`src/rtl/uart_pkg.sv`:
```
// uart_pkg: shared UART state encoding and parity helper
package uart_pkg;
  typedef enum logic [2:0] {IDLE, START, DATA, PARITY, STOP} rx_state_t;
  function automatic logic parity_calc(input logic [8:0] data, input logic odd);
    return ^data ^ odd;
  endfunction
endpackage

```
`src/rtl/uart_sync_edge.sv`:
```
// uart_sync_edge: 2-flop synchroniser with falling-edge detect, idles high
module uart_sync_edge (
  input  logic clk,
  input  logic rst,
  input  logic d,
  output logic q,
  output logic fall
);
  logic s1, prev;
  // metastability chain plus one-cycle history for edge detection
  always_ff @(posedge clk or posedge rst)
    if (rst) {s1, q, prev} <= 3'b111;
    else begin
      s1   <= d;
      q    <= s1;
      prev <= q;
    end
  assign fall = prev & ~q;
endmodule

```
`src/rtl/uart_rx_frame.sv`:
```
// uart_rx_frame: oversampling UART receiver with parity/stop checks and valid/ready output
module uart_rx_frame
  import uart_pkg::*;
#(
  parameter int DATA_BITS  = 8,
  parameter int CYCLE_DIV  = 100,
  parameter int PARITY_EN  = 0,
  parameter int PARITY_ODD = 0,
  parameter int STOP_BITS  = 1
) (
  input  logic                 clk,
  input  logic                 rst,
  input  logic                 rx,
  input  logic                 dout_ready,
  output logic [DATA_BITS-1:0] dout,
  output logic                 dout_valid,
  output logic                 parity_err,
  output logic                 frame_err,
  output logic                 overrun,
  output logic                 busy,
  output logic                 sample_strobe
);
  localparam int HALF = CYCLE_DIV / 2;
  localparam int CW   = $clog2(CYCLE_DIV);
  localparam int BW   = $clog2(DATA_BITS + 1);
  rx_state_t state, nxt_state;
  logic [CW-1:0] cnt, nxt_cnt;
  logic [BW-1:0] bcnt, nxt_bcnt;
  logic [DATA_BITS-1:0] sh;
  logic rxs, fall, samp, commit, perr, ferr;
  uart_sync_edge u_sync (.clk(clk), .rst(rst), .d(rx), .q(rxs), .fall(fall));
  function automatic logic sample_at(input rx_state_t s, input logic [CW-1:0] c);
    return s == START ? c == CW'(HALF) : s != IDLE && c == CW'(CYCLE_DIV - 1);
  endfunction
  assign samp = sample_at(state, cnt);
  // next-state, bit timing and commit decision
  always_comb begin
    nxt_state = state;
    nxt_cnt   = cnt + 1'b1;
    nxt_bcnt  = bcnt;
    commit    = 1'b0;
    case (state)
      IDLE: begin
        nxt_cnt = '0;
        if (fall) nxt_state = START;
      end
      START: if (samp) begin
        nxt_cnt   = '0;
        nxt_state = rxs ? IDLE : DATA;
      end
      DATA: if (samp) begin
        nxt_cnt  = '0;
        nxt_bcnt = bcnt == BW'(DATA_BITS - 1) ? '0 : bcnt + 1'b1;
        if (bcnt == BW'(DATA_BITS - 1)) nxt_state = PARITY_EN != 0 ? PARITY : STOP;
      end
      PARITY: if (samp) begin
        nxt_cnt   = '0;
        nxt_state = STOP;
      end
      STOP: if (samp) begin
        nxt_cnt   = '0;
        commit    = bcnt == BW'(STOP_BITS - 1);
        nxt_bcnt  = commit ? '0 : bcnt + 1'b1;
        nxt_state = commit ? IDLE : STOP;
      end
      default: nxt_state = IDLE;
    endcase
  end
  // FSM state, counters and per-frame accumulation
  always_ff @(posedge clk or posedge rst)
    if (rst) begin
      state         <= IDLE;
      cnt           <= '0;
      bcnt          <= '0;
      sh            <= '0;
      perr          <= 1'b0;
      ferr          <= 1'b0;
      busy          <= 1'b0;
      sample_strobe <= 1'b0;
    end else begin
      state         <= nxt_state;
      cnt           <= nxt_cnt;
      bcnt          <= nxt_bcnt;
      busy          <= nxt_state != IDLE;
      sample_strobe <= sample_at(nxt_state, nxt_cnt);
      if (state == IDLE) begin
        perr <= 1'b0;
        ferr <= 1'b0;
      end
      if (samp && state == DATA) sh <= {rxs, sh[DATA_BITS-1:1]};
      if (samp && state == PARITY) perr <= parity_calc(9'(sh), 1'(PARITY_ODD)) ^ rxs;
      if (samp && state == STOP && !rxs) ferr <= 1'b1;
    end
  // output handshake: load on free slot, flag overrun when the slot is still held
  always_ff @(posedge clk or posedge rst)
    if (rst) begin
      dout       <= '0;
      dout_valid <= 1'b0;
      parity_err <= 1'b0;
      frame_err  <= 1'b0;
      overrun    <= 1'b0;
    end else if (commit && (!dout_valid || dout_ready)) begin
      dout       <= sh;
      parity_err <= perr;
      frame_err  <= ferr | ~rxs;
      dout_valid <= 1'b1;
      if (dout_valid) overrun <= 1'b0;
    end else if (commit) overrun <= 1'b1;
    else if (dout_valid && dout_ready) begin
      dout_valid <= 1'b0;
      overrun    <= 1'b0;
    end
endmodule

```
`config.mk`:
```
export PLATFORM = sky130hd
export DESIGN_NAME = uart_rx_frame
export DESIGN_NICKNAME = d
export VERILOG_FILES = /design/src/rtl/uart_pkg.sv /design/src/rtl/uart_sync_edge.sv /design/src/rtl/uart_rx_frame.sv
export SDC_FILE = /design/constraint.sdc
export NUM_CORES = 1
export LEC_CHECK = 0
export ABC_AREA = 0
export BUFFER_PORTS_ARGS = -buffer_cell sky130_fd_sc_hd__buf_2
export CORE_UTILIZATION = 25
export DETAILED_ROUTE_END_ITERATION = 12
export SETUP_SLACK_MARGIN = 0.02
export SLEW_MARGIN = 20
export SYNTH_ARGS = -nofsm -noshare
export SYNTH_HDL_FRONTEND = slang
export SYNTH_SLANG_ARGS = --single-unit
```
`constraint.sdc`:
```
create_clock -name clk -period 2.35 [get_ports clk]
set_input_delay 0 -clock clk [delete_from_list [all_inputs] [get_ports clk]]
set_output_delay 0 -clock clk [all_outputs]
set_load 0.03 [all_outputs]
```
==> flow_summary.toml <==
[final_layout]
drive_gt1_frac = 0.298
stdcell_area_sq_um = 2400
stdcell_count = 310
area_growth_syn_to_layout_pct = 19.2
fin_nets = 215
num_antenna_cells = 0

[worst_setup_path]
arrival_ns = 2.36
r2r_slack_ns = 0.22
end_kind = "register"
critPathLaunchType = "register"
crit_required_ns = 2.58
crit_fanout = 7
cpMaxStageDelayCell = "or4_1"
slowest_delay_ns = 0.62
critical_path_class = "reg2reg"
path_cells = "ha_1, nand4b_1, or4_1, or4_1, nand2_1"
cp_common_cell = "or4_1"

[sta]
worst_pin_slew_ns = 0.817
finalCritPeriodShare = 0.905
rsz0062_at_grt = "no"
finalHoldViolCount = 0
setup_viol = 0
fin_crit_ns = 2.13
maxSlewHeadroom = 0.455
setup_tns_ns = 0
fin_hold_ws_ns = 0.344
max_freq_ghz = 0.470
slew_viol_final = 0
final.setup_skew_ns = 0.00990

[clock_tree]
ctsResizeCount = 0
path_clk_slew_ns = 0.08
cts_hold_buf = 3
cts_tree = "yes"
clock-sinks = 41
cts_buffers = 5
htree_num_levels = 2
clockBufferDepth = 2
clockRootBuffer = "clkbuf_8"
post_cts_buffers = 0
clock_latency_ns = 0.30

[synthesis]
syn_inst = 181
ys_seq_area_frac = 0.510
synth_area_leaders = "dfrtp_1 47%, mux2_2 11%, xnor2_1 4.8%"
synth_edf_count = 0
yosys_warnings = 0
yosys-top-cells-count = "38 x dfrtp_1, 19 x mux2_2, 19 x nor2_1, 11 x xnor2_1, 8 x inv_1"
synth_area_sq_um = 2020
synth.avg_cell_area_sq_um = 11.2
syn_nets = 189
async_flop_share = 1.00
synth_seq_cells = 41
synth_ff_type = "dfrtp_1"
yosys.area.top_type = "dfrtp_1"
synth.distinct_cells = 45
synth_top_area_frac = 0.471
post-synth-top-count-cell = "dfrtp_1"

[routing]
drt-vias-per-instance = 4.43
drc = 0
routed-via-count = 1372
dr.pass1.iters = 4
routed_wire_length_per_instance_um = 11.5
drt_wl_total_mm = 3.56
ant_nets = 0
drt_iter0_markers = 50

[power_and_ir_drop]
power.total_mw = 1.78
ir_drop_uv = 336
leakage_nw = 1.11
power_density_nw_per_um2 = 739

[hold_path]
hp-class = "in2reg"

[place]
numPortBuffers = 17
place_area_sq_um = 2240
place_hpwl_mm = 2.66
dp.cells = 299
globalplace.congestion = 0.752

[grt]
grt_overflow = 0
grt_max_degree = 23
grt_pass1_vias = 1326
antenna_found_initial = 0
grt_use_total = 0.0911
grt_pass1_wl_mm = 6.09

[status]
status = "completed"

[floorplanning]
die_w_um = 91.9
initial_core_util = 0.260
io-pin-count = 18
dieArea_sq_um = 8440
fp.dieH_um = 91.9
num_rows = 32
core_area_sq_um = 7770

[run]
maxCapViolCount = 0
through the flow:
stage | worst slack [ns] | utilization
global route | 0.0634 | 0.310
finish | 0.223 | 0.310
CTS | 0.216 | 0.310
global placement | 0.281 | 0.288
floorplan | 0.330 | -
detailed placement | 0.246 | 0.288
per-layer routing:
metal | wire length, um | GRT usage | vias to the layer above
li1 | - | - | 688
met1 | 1740 | 0.116 | 663
met2 | 1640 | 0.144 | 15
met3 | 126 | 0.0332 | 6
met4 | 49 | 0.0273 | 0
met5 | 0 | 0 | -
kinds of logic after synthesis:
logic type | synth area share
AND/OR/NAND/NOR | 0.156
flip-flops | 0.510
AO/OA/AOI/OAI | 0.103
multiplexers | 0.106
XOR/XNOR | 0.0694
buffers and inverters | 0.0304
adder cells (fa/ha/maj) | 0.0248
placed cells by master (no fill, tap or decap), types with 4 or more instances in the layout:
master and n:
inv_1 8, nor2_1 19, nand3_1 6, clkbuf_8 5
xor2_1 5, nand2_1 7, o31ai_1 4, a21oi_1 4
buf_4 5, xnor2_1 11, dfrtp_1 38, mux2_2 19
nand2b_1 4, a31oi_1 4, buf_2 17, o21ai_0 4
ha_1 4
final timing paths:
path                            from         to  cells after the start
min in group asynchronous        rst      sh[6]                      3
hold / removal                    rx  u_sync.s1                      2
hold reg to reg            u_sync.s1   u_sync.q                      0
max in group asynchronous        rst    bcnt[1]                      4
setup reg to reg              cnt[0]    bcnt[2]                      5
setup / recovery              cnt[0]    bcnt[2]                      5
flip-flops by register name, indices dropped and copies added (netlist names), 3 cells and up:
name   flops
dout       8
bcnt       4
sh         8
state      3
cnt        7
layout make-up:
class	count	area, sq um
multi-input combinational	126	927
clock buffer	5	68.8
inverter	8	30.0
sequential	41	1030
fill	825	5360
tap	102	128
clock inverter	3	68.8
timing repair buffer	25	153
worst max-delay path: cells and delay by family (launching register included):
| kind | cells | cell delay [ns] |
|---|---|---|
| adders and majority gates | 1 | 0.27 |
| DFF | 1 | 0.41 |
| and+or+nand+nor | 4 | 1.39 |
where the power goes:
part	leakage, nW	internal [mW]	total, mW	switching [mW]
registers	0.547	0.757	0.829	0.0718
logic	0.497	0.112	0.271	0.158
clock network	0.0687	0.427	0.678	0.250
No activity file was read; power rests on OpenSTA's default activity.
